[config.mk]
export PLATFORM = sky130hd
export DESIGN_NAME = seq_alu
export DESIGN_NICKNAME = d
export VERILOG_FILES = /design/src/rtl/seq_alu.sv
export SDC_FILE = /design/constraint.sdc
export NUM_CORES = 1
export LEC_CHECK = 0
export ABC_AREA = 1
export CELL_PAD_IN_SITES_DETAIL_PLACEMENT = 1
export CELL_PAD_IN_SITES_GLOBAL_PLACEMENT = 2
export CORE_MARGIN = 5
export CORE_UTILIZATION = 30
export CTS_CLUSTER_SIZE = 28
export DETAILED_ROUTE_END_ITERATION = 10
export DONT_BUFFER_PORTS = 1
export HOLD_SLACK_MARGIN = 0.1
export PLACE_DENSITY = 0.81
export REMOVE_ABC_BUFFERS = 1
export SLEW_MARGIN = 15
export SYNTH_ARGS = -nofsm -noshare
export SYNTH_HDL_FRONTEND = slang
export SYNTH_SLANG_ARGS = --single-unit
[constraint.sdc]
create_clock -name clk -period 2.11 [get_ports clk]
set_input_delay 0.422 -clock clk [delete_from_list [all_inputs] [get_ports clk]]
set_output_delay 0.422 -clock clk [all_outputs]
set_load 0.005 [all_outputs]
[src/rtl/seq_alu.sv]
// Sequential unsigned ALU with valid/ready handshakes on both sides.
// Single-cycle ops complete on accept; MUL/DIV/MOD iterate one bit per cycle.
module seq_alu #(
  parameter int unsigned N = 8
) (
  input  logic         clk,
  input  logic         rst,
  input  logic [N-1:0] a,
  input  logic [N-1:0] b,
  input  logic [3:0]   select,
  input  logic         in_valid,
  output logic         in_ready,
  output logic [N-1:0] result,
  output logic [1:0]   flags,
  output logic         out_valid,
  input  logic         out_ready
);

  localparam int unsigned SW = $clog2(N);

  typedef enum logic [1:0] {IDLE, BUSY, DONE} state_e;
  typedef enum logic [3:0] {
    OP_MOV = 4'd0, OP_CMP = 4'd1, OP_ADD = 4'd2, OP_SUB = 4'd3,
    OP_MUL = 4'd4, OP_DIV = 4'd5, OP_XOR = 4'd6, OP_AND = 4'd7,
    OP_NOT = 4'd8, OP_SHL = 4'd9, OP_SHR = 4'd10, OP_MOD = 4'd11
  } op_e;

  state_e         state;
  op_e            op_q;
  logic [N-1:0]   op_a, op_b, hi, lo;
  logic [SW-1:0]  cnt;

  op_e            sel_op;
  logic           accept, is_iter;
  logic [N-1:0]   s_res;
  logic           s_c, s_z;
  logic [N:0]     add_full, sub_full, shl_full, shr_full;
  logic [SW-1:0]  sh;

  logic [N:0]     mul_sum, div_sh;
  logic [N-1:0]   div_diff, hi_nx, lo_nx, it_res;
  logic           div_ge, it_c;

  assign in_ready = !rst && ((state == IDLE) || ((state == DONE) && out_ready));
  assign accept   = in_valid && in_ready;
  assign sel_op   = op_e'(select);
  assign is_iter  = (sel_op == OP_MUL) || (sel_op == OP_DIV) || (sel_op == OP_MOD);

  always_comb begin
    sh       = b[SW-1:0];
    add_full = {1'b0, a} + {1'b0, b};
    sub_full = {1'b0, a} - {1'b0, b};
    // Bit N of the widened left shift is a[N-s]; bit 0 of the right shift is a[s-1].
    shl_full = {1'b0, a} << sh;
    shr_full = {a, 1'b0} >> sh;
    s_res    = '0;
    s_c      = 1'b0;
    case (sel_op)
      OP_MOV: s_res = b;
      OP_CMP: begin s_res = a; s_c = (a < b); end
      OP_ADD: begin s_res = add_full[N-1:0]; s_c = add_full[N]; end
      OP_SUB: begin s_res = sub_full[N-1:0]; s_c = sub_full[N]; end
      OP_XOR: s_res = a ^ b;
      OP_AND: s_res = a & b;
      OP_NOT: s_res = ~a;
      OP_SHL: begin s_res = shl_full[N-1:0]; s_c = shl_full[N]; end
      OP_SHR: begin s_res = shr_full[N:1]; s_c = shr_full[0]; end
      default: begin s_res = '0; s_c = 1'b0; end
    endcase
    s_z = (sel_op == OP_CMP) ? (a == b) : (s_res == '0);
  end

  // hi/lo form {product} for MUL and {remainder, quotient} for DIV/MOD.
  always_comb begin
    mul_sum  = {1'b0, hi} + (lo[0] ? {1'b0, op_b} : '0);
    div_sh   = {hi, lo[N-1]};
    div_ge   = (div_sh >= {1'b0, op_b});
    div_diff = div_sh[N-1:0] - op_b;
    if (op_q == OP_MUL) begin
      hi_nx = mul_sum[N:1];
      lo_nx = {mul_sum[0], lo[N-1:1]};
    end else begin
      hi_nx = div_ge ? div_diff : div_sh[N-1:0];
      lo_nx = {lo[N-2:0], div_ge};
    end
    it_res = '0;
    it_c   = 1'b0;
    case (op_q)
      OP_MUL: begin it_res = lo_nx; it_c = (hi_nx != '0); end
      OP_DIV: begin
        it_res = (op_b == '0) ? '1 : lo_nx;
        it_c   = (op_b == '0);
      end
      OP_MOD: begin
        it_res = (op_b == '0) ? op_a : hi_nx;
        it_c   = (op_b == '0);
      end
      default: begin it_res = '0; it_c = 1'b0; end
    endcase
  end

  always_ff @(posedge clk or posedge rst) begin
    if (rst) begin
      state     <= IDLE;
      op_q      <= OP_MOV;
      op_a      <= '0;
      op_b      <= '0;
      hi        <= '0;
      lo        <= '0;
      cnt       <= '0;
      result    <= '0;
      flags     <= '0;
      out_valid <= 1'b0;
    end else begin
      case (state)
        IDLE, DONE: begin
          if (accept) begin
            if (is_iter) begin
              state     <= BUSY;
              out_valid <= 1'b0;
              op_q      <= sel_op;
              op_a      <= a;
              op_b      <= b;
              hi        <= '0;
              lo        <= a;
              cnt       <= '0;
            end else begin
              state     <= DONE;
              out_valid <= 1'b1;
              result    <= s_res;
              flags     <= {s_c, s_z};
            end
          end else if ((state == DONE) && out_ready) begin
            state     <= IDLE;
            out_valid <= 1'b0;
          end
        end
        BUSY: begin
          hi  <= hi_nx;
          lo  <= lo_nx;
          cnt <= cnt + 1'b1;
          if (cnt == SW'(N - 1)) begin
            state     <= DONE;
            out_valid <= 1'b1;
            result    <= it_res;
            flags     <= {it_c, (it_res == '0)};
          end
        end
        default: state <= IDLE;
      endcase
    end
  end

endmodule
Word-level counts from Yosys, hierarchy flattened
Cells that the tools add are included.

storage, ports and cells
  flip-flop bits (word level) = 52
  output and inout bits = 12

cells by class
  multiplexer cells = 38
  order comparisons = 2
  bitwise operators = 3
  add/subtract/negate cells = 5
  reductions and logical operators = 21
  equal/unequal tests = 23
  shift operators = 2

operators by type and width
  cell                                                                   number
  8-bit 2-to-1 mux                                                       13
  8-bit one-hot mux with 9 select lines                                  1
  8-bit one-hot mux with 2 select lines                                  3
  4-bit by 3-bit equality test with 1-bit output, second input constant  6
  8-bit zero test                                                        3
  8-bit one-hot mux with 3 select lines                                  1
  4-bit equality test, second input constant                             5
  8-bit by 8-bit adder with 9-bit output                                 2
  2-bit 2-to-1 mux                                                       7
  9-bit by 8-bit >= comparator with 1-bit output                         1
  3-bit AND reduction                                                    3
  8-bit by 3-bit << shifter with 9-bit output                            1
  9-bit by 3-bit right shift with 9-bit output                           1
  8-bit by 8-bit subtractor with 9-bit output                            1
  8-bit bitwise AND                                                      1
  4-bit by 2-bit equality test with 1-bit output, second input constant  2
  8-bit equality test                                                    1
  8-bit less-than comparator                                             1
  2-bit inequality test, second input constant                           4
  8-bit inverter                                                         1
  2-bit one-hot mux with 2 select lines                                  2
  8-bit nonzero test                                                     1
  8-bit subtractor                                                       1
  8-bit bitwise XOR                                                      1
  20 further kinds                                                       31

Logic depth before layout (Yosys ltp)
Gate-level depths: netlist of run 1.

  depth after elaboration = 8
  mapped depth = 20

Worst setup path after synthesis of run 1
No wires, ideal clock.

  kind = input-to-reg
  start = input port b[2]
  end = register flags[0]
  required time = 2037 ps
  cell stages on the path = 15
  path slack = -330 ps
  arrival = 2367 ps
  cell sequence = buf_2 clkinv_1 ha_1 buf_2 inv_1 or2_0 a31oi_1 nand3_1 nor3_1 nand2_1 nor2_1 nand4_1 nand2_1 clkinv_1 a21oi_2

on the way
  word-level cells in the longest chain between the ends = 7
  elaborated cells between the ends (all ways) = 13

ends and longest elaborated chain
  item                                                                       line  RTL
  start, declared                                                            9     input logic [N-1:0] b,
  8-bit by 8-bit subtractor with 9-bit output, or another cell as far along  52    sub_full = {1'b0, a} - {1'b0, b};
  8-bit one-hot mux with 9 select lines                                      58    case (sel_op)
  8-bit zero test                                                            70    s_z = (sel_op == OP_CMP) ? (a == b) : (s_res == '0);
  1-bit 2-to-1 mux *                                                         70
  2-bit 2-to-1 mux *                                                         118   if (is_iter) begin
  2-bit 2-to-1 mux *                                                         117   if (accept) begin
  2-bit one-hot mux with 2 select lines *                                    115   case (state)
  end signal, assigned                                                       131   flags <= {s_c, s_z};
  end signal, assigned                                                       146   flags <= {it_c, (it_res == '0)};
  end, declared                                                              14    output logic [1:0] flags,

Every way passes the cells marked *; elsewhere a longest branch is shown, timed or not. The select of a mux whose other input is x is not followed.
A chain may end at the register's enable or synchronous reset.

Worst setup path after layout of run 1
  start = register lo[0]
  end = register flags[0]

on the way
  word-level cells in the longest chain between the ends = 8
  elaborated cells between the ends (all ways) = 10

ends and longest elaborated chain
  item                                        line    RTL
  start, declared                             30      logic [N-1:0] op_a, op_b, hi, lo;
  start signal, assigned                      140     lo <= lo_nx;
  8-bit 2-to-1 mux                            75      mul_sum = {1'b0, hi} + (lo[0] ? {1'b0, op_b} : '0);
  8-bit by 8-bit adder with 9-bit output      75
  8-bit 2-to-1 mux                            79      if (op_q == OP_MUL) begin
  8-bit 2-to-1 mux, on equally long branches  95, 91
  8-bit one-hot mux with 3 select lines *     88      case (op_q)
  8-bit zero test *                           146
  2-bit 2-to-1 mux *                          142     if (cnt == SW'(N - 1)) begin
  2-bit one-hot mux with 2 select lines *     115

Marks and branches as above.

==> results of run 1 <==
## through the flow
step                setup TNS (ns)    util  std cells  cell area [um2]
finish                      -2.738  0.4225       1199             7282
global route                -4.459  0.4225       1199             7282
CTS                         -1.599  0.4014       1184             6918
detailed placement          -3.267  0.3706       1161             6389
global placement            -2.900  0.3706       1161             6389
floorplan                   -13.67       -        810             5121
## critical path: stages, from the launching register on
cell	delay (ns)
dfrtp_2	0.48
buf_6	0.16
nand2_2	0.07
inv_2	0.04
ha_4	0.22
a21oi_1	0.23
o21a_1	0.18
xor2_1	0.17
inv_1	0.08
nand2_2	0.08
nand3_2	0.10
a21oi_2	0.20
nand2_1	0.08
nor2_1	0.10
nand3_1	0.10
a21oi_2	0.13
## cell type report
cell class / count / area share
multi-input combinational: 640 / 0.5282
timing repair buffer: 155 / 0.1689
clock inverter: 2 / 0.002405
sequential: 52 / 0.1797
tap: 225 / 0.03866
clock buffer: 6 / 0.01907
inverter: 119 / 0.06306
## kinds of logic after synthesis
| kind of cell | share of synthesized area |
|---|---|
| fa+ha+maj | 0.09878 |
| compound gates | 0.1945 |
| flops | 0.2482 |
| simple gates | 0.3379 |
| xor+xnor | 0.01169 |
| buf+inv | 0.1090 |
## where the power goes
part	switching, W	internal (W)	leakage, nW
clock	0.000404	0.000482	0.0779
sequential	0.000391	0.00144	0.639
combinational	0.00378	0.00313	2.98
total	0.00458	0.00506	3.69
## path summary, 6_finish.rpt
| check | startpoint | to | slack, ns | depth (start not counted) |
|---|---|---|---|---|
| worst max-delay path | lo[0] | flags[0] | -0.38 | 15 |
| min in group asynchronous | rst | result[1] | 0.67 | 2 |
| worst min register to register | cnt[1] | cnt[1] | 0.51 | 1 |
| max in group asynchronous | rst | lo[0] | 0.85 | 3 |
| worst max register to register | lo[0] | flags[0] | -0.38 | 15 |
| worst min-delay path | b[6] | op_b[6] | 0.25 | 2 |
## cells in the mapped netlist, drive strengths merged (4+ instances only)
cell type,count,area [um2]
nand2,232,895.8
inv,113,426.7
o21ai,77,389.1
nor2,76,295.3
nand3,75,380.4
a21oi,57,300.3
dfrtp,52,1301
ha,35,437.9
buf,13,76.32
nand4,13,81.33
clkbuf,12,46.29
o211ai,8,60.06
o221ai,8,70.07
nor3,7,40.04
o22ai,7,43.79
clkinv,6,22.52
xor2,5,43.79
a31oi,4,25.02
fa,4,80.08
o21a,4,30.03
or2,4,25.03
## flip-flops by register name, indices dropped and copies added (netlist names)
register   count
cnt            3
flags          2
hi             8
lo             8
op_a           8
op_b           8
op_q           4
out_valid      1
result         8
state          2
## routing by layer
layer | vias up | wire (um)
met4 | 0 | 599
met3 | 34 | 894
met1 | 3073 | 10100
met5 | - | 0
li1 | 3033 | -
met2 | 155 | 11480
## what timing repair did
action | in CTS | in global routing
hold endpoints to repair | 25 | 0
hold buffers | 1 | 0
setup endpoints to repair | 14 | 18
setup buffers | 13 | 15
cloned | 1 | 0
pin swaps | 22 | 54
gates resized for setup | 62 | 72
==> run metrics, run 1 <==
Top FF cell, synth dfrtp_1; Fmax 0.4016 GHz; Multi-input gate area slightly below 0.004 mm2; Die ar. 0.02022 mm2; GRT busiest layer met2; unrepaired setup endpoints after global routing true; Slew @ Worst Pin between 0.6 and 0.7 ns; syn avg cell area around 6.3 um2; H-tree levels 2; row count 48; period utilisation layout 1.180; FF+latch area around 0.0013 mm2; core area 0.01724 mm2; cell count after synthesis between 800 and 900; CP endpoint kind flop; met3 GRT Util 0.02386; clock root cell clkbuf_16; Final WS setup -0.3802 ns; routed vias ~6300; number of synthesized flops with an enable pin 0; GRT met1 Usage 0.2726; final hold slack around 0.25 ns; Syn-to-layout area delta 38.87%; skew final 0.009047 ns; status complete, but fails checks; Fillers around 2200; clock latency on the worst-skew pair 0.30 ns; Leakage Power 3.693 nW; sequential share of the synthesized area 0.2482; worst endpoint required time 2.34 ns; max_cap viols 0; Hold Fails Final Rpt 0; # clock sinks 52; largest net degree at the start of global routing 28; Worst Path Max Fanout 6; n_diodes 0; CTS tree built; Slew Limit Headroom 0.5938; Buffers on Ports 0; final setup fails 12; FF+latch count, synth between 50 and 60; pwr/cell area between 1000 and 1500 mW/mm2; Slew Viols, Final 0; Mapped Area 0.005244 mm2; Post-DRT Antenna Nets 0; most frequent cells in the layout nand2_1, buf_4, inv_1; Detailed Routing Iterations Pass 1 5; Die H approximately 140 um; first-pass GRT wire length 34240 um; most common cell after layout, fill and taps aside nand2_1; Placer Congestion 0.9132; Total Routed Length 23070 um; drc violations 0; fin crit period 2.490 ns; Worst Hold Class primary input to flop; gr usage total 0.2144; critical path type flop to flop; Layout Nets 1036; Longest Clk Path Bufs 2; VDD IR max approximately 0.64 mV; placed wire-length estimate between 15000 and 20000 um; clk slew on worst S/H paths around 0.08 ns; FFs w/ async S/R, synth 1.000; Wirelength per Cell ~19 um; GR Layer Usage met2 0.3796; vias in the first global route between 6000 and 7000; share of layout cells above drive strength 1 0.2967; vias per cell around 5.3; initial antenna violation count 0; failing checks setup timing; IO Count 36; Die X between 100 and 150 um; CTS buffer count 5; Starting Density 0.3042; Synth cell types a little under 50; yosys synthesis warning count 0; Arrival @ worst endpoint roughly 2.7 ns; Setup Slack @ Placement -0.4211 ns; Starting DRT DRC Count 380; startpoint types flop; Tot Pwr roughly 0.0096 W; GRT Residual Overflow 0
Note: power is estimated with default switching activity, not from simulation.
==> run 2, diff against run 1 <==
--- a/config.mk
+++ b/config.mk
@@ -16,6 +16,7 @@
 export HOLD_SLACK_MARGIN = 0.1
 export PLACE_DENSITY = 0.81
 export REMOVE_ABC_BUFFERS = 1
+export SKIP_LAST_GASP = 1
 export SLEW_MARGIN = 15
 export SYNTH_ARGS = -nofsm -noshare
 export SYNTH_HDL_FRONTEND = slang
==> run 2 against run 1 <==
The flow still finishes with violations (setup timing). Via count down 0.29%. Sequential share of layout area about the same. Sequential power hardly changed. Clock skew about the same. Total power is 0.34% lower.
==> run metrics, run 2 (same netlist as run 1, synthesis figures left out) <==
most frequent cells in the layout nand2_1, buf_4, inv_1; IO Count 36; core area about 0.017 mm2; Total Routed Length 22950 um; placed cells 1161; largest net degree at the start of global routing 28; Hold Crit Start b[6]; GRT Residual Overflow 0; share of layout cells above drive strength 1 0.2947; routed vias between 6000 and 7000; reg2reg setup slack -0.37 ns; H-tree levels 2; status complete, but fails checks; max_cap viols 0; Worst R2R End flags[0]; Post-DRT Antenna Nets 0; clock latency on the worst-skew pair roughly 0.30 ns; clk slew on worst S/H paths ~0.080 ns; most common cell after layout, fill and taps aside nand2_1; Syn-to-layout area delta 38.70%; Fmax between 0.4 and 0.5 GHz; Slew Limit Headroom 0.5983; Die ar. 0.02022 mm2; Die H ~140 um; FF-to-FF path depth 15; CP endpoint kind flop; startpoint types flop; CTS tree built; placed wire-length estimate between 15000 and 20000 um; Placer Congestion ~0.9; pwr/cell area 1320 mW/mm2; # clock sinks 52; clock root cell clkbuf_16; gr usage total 0.2144; Die X about 140 um; failing checks setup timing; Critical Path Sink flags[0]; Wirelength per Cell between 15 and 20 um; vias in the first global route roughly 6400; Longest Clk Path Bufs 2; RR Startpoint lo[0]; Final WS setup -0.3745 ns; Hold Fails Final Rpt 0; Tot Pwr roughly 0.0096 W; Buffers on Ports 0; row count 48; Starting DRT DRC Count between 400 and 500; vias per cell ~5.2; VDD IR max around 0.64 mV; final setup fails 12; fin crit period 2.485 ns; Arrival @ worst endpoint ~2.7 ns; unrepaired setup endpoints after global routing true; Starting Density 0.3042; Slew @ Worst Pin roughly 0.60 ns; crit path from lo[0]; period utilisation layout 1.177; CTS buffer count 5; Finished Layout Cells between 1000 and 1500; Slew Viols, Final 0; initial antenna violation count 0; final hold slack roughly 0.25 ns; first-pass GRT wire length roughly 34000 um; drc violations 0; critical path type flop to flop; Worst Path Max Fanout 6; Worst Hold Class primary input to flop; Detailed Routing Iterations Pass 1 5; n_diodes 0; skew final around 0.0094 ns; setup_tns -2.654 ns; Layout Nets about 1000; worst endpoint required time between 2 and 2.5 ns; Leakage Power 3.691 nW
-- run 2: cell counts in the layout (fill, tap and decap cells not counted) --
Identical to the previous run, type by type.
-- run 2: timing repair --
action                     4_1_cts  5_1_grt
gates cloned                     1        0
setup buffers                   13       15
hold buffers                     1        0
setup endpoints to repair       14       18
pin swaps                       22       54
hold endpoints to repair        25        0
resized for setup               62       69
-- run 2: worst min-delay path by stage --
stage | cells after the start | slack (ns) | to
2_1_floorplan | 1 | 0.47 | cnt[0]
3_3_place_gp | 1 | 0.40 | result[0]
3_5_place_dp | 1 | 0.41 | result[0]
5_1_grt | 2 | 0.25 | op_b[1]
6_report | 2 | 0.25 | op_b[6]
4_1_cts | 2 | 0.25 | op_b[3]
-- run 2: stage by stage --
stage / worst slack (ns) / instance area [um2] / utilization
floorplan: -0.5321 / 5121 / -
global placement: -0.3991 / 6389 / 0.3706
detailed placement: -0.4211 / 6389 / 0.3706
CTS: -0.2494 / 6918 / 0.4014
global route: -0.4879 / 7273 / 0.4220
finish: -0.3745 / 7273 / 0.4220
-- run 2: cell type report --
type	instances	area, um2
clock buffers	6	138.9
clock inverters	2	17.52
fillers	2188	9963
inverters	119	459.2
multi-input cells	640	3837
flip-flops and latches	52	1309
well taps	225	281.5
repair buffers	155	1230
-- run 2: power by group --
part,leakage [nW],switching [W],total (W),internal (W)
clock,0.0779,0.000404,0.000887,0.000482
sequential,0.639,0.000386,0.00183,0.00144
combinational,2.97,0.00376,0.00689,0.00313
total,3.69,0.00455,0.00960,0.00505
-- run 2: routing by layer --
| metal | global-route usage | up-vias | wire length (um) |
|---|---|---|---|
| met5 | 0 | - | 0 |
| met4 | 0.06818 | 0 | 591 |
| met3 | 0.02386 | 32 | 865 |
| met2 | 0.3796 | 152 | 11440 |
| met1 | 0.2726 | 3065 | 10050 |
| li1 | - | 3028 | - |
-- run 2: worst max-delay path, cell delays in order, from the launching register on --
cell and delay [ns]:
dfrtp_2 0.47, buf_6 0.15, nand2_2 0.07, inv_2 0.04, ha_4 0.22, a21oi_1 0.24
o21a_1 0.18, xor2_1 0.17, inv_1 0.08, nand2_2 0.08, nand3_2 0.10, a21oi_2 0.20
nand2_1 0.08, nor2_1 0.10, nand3_1 0.10, a21oi_2 0.13
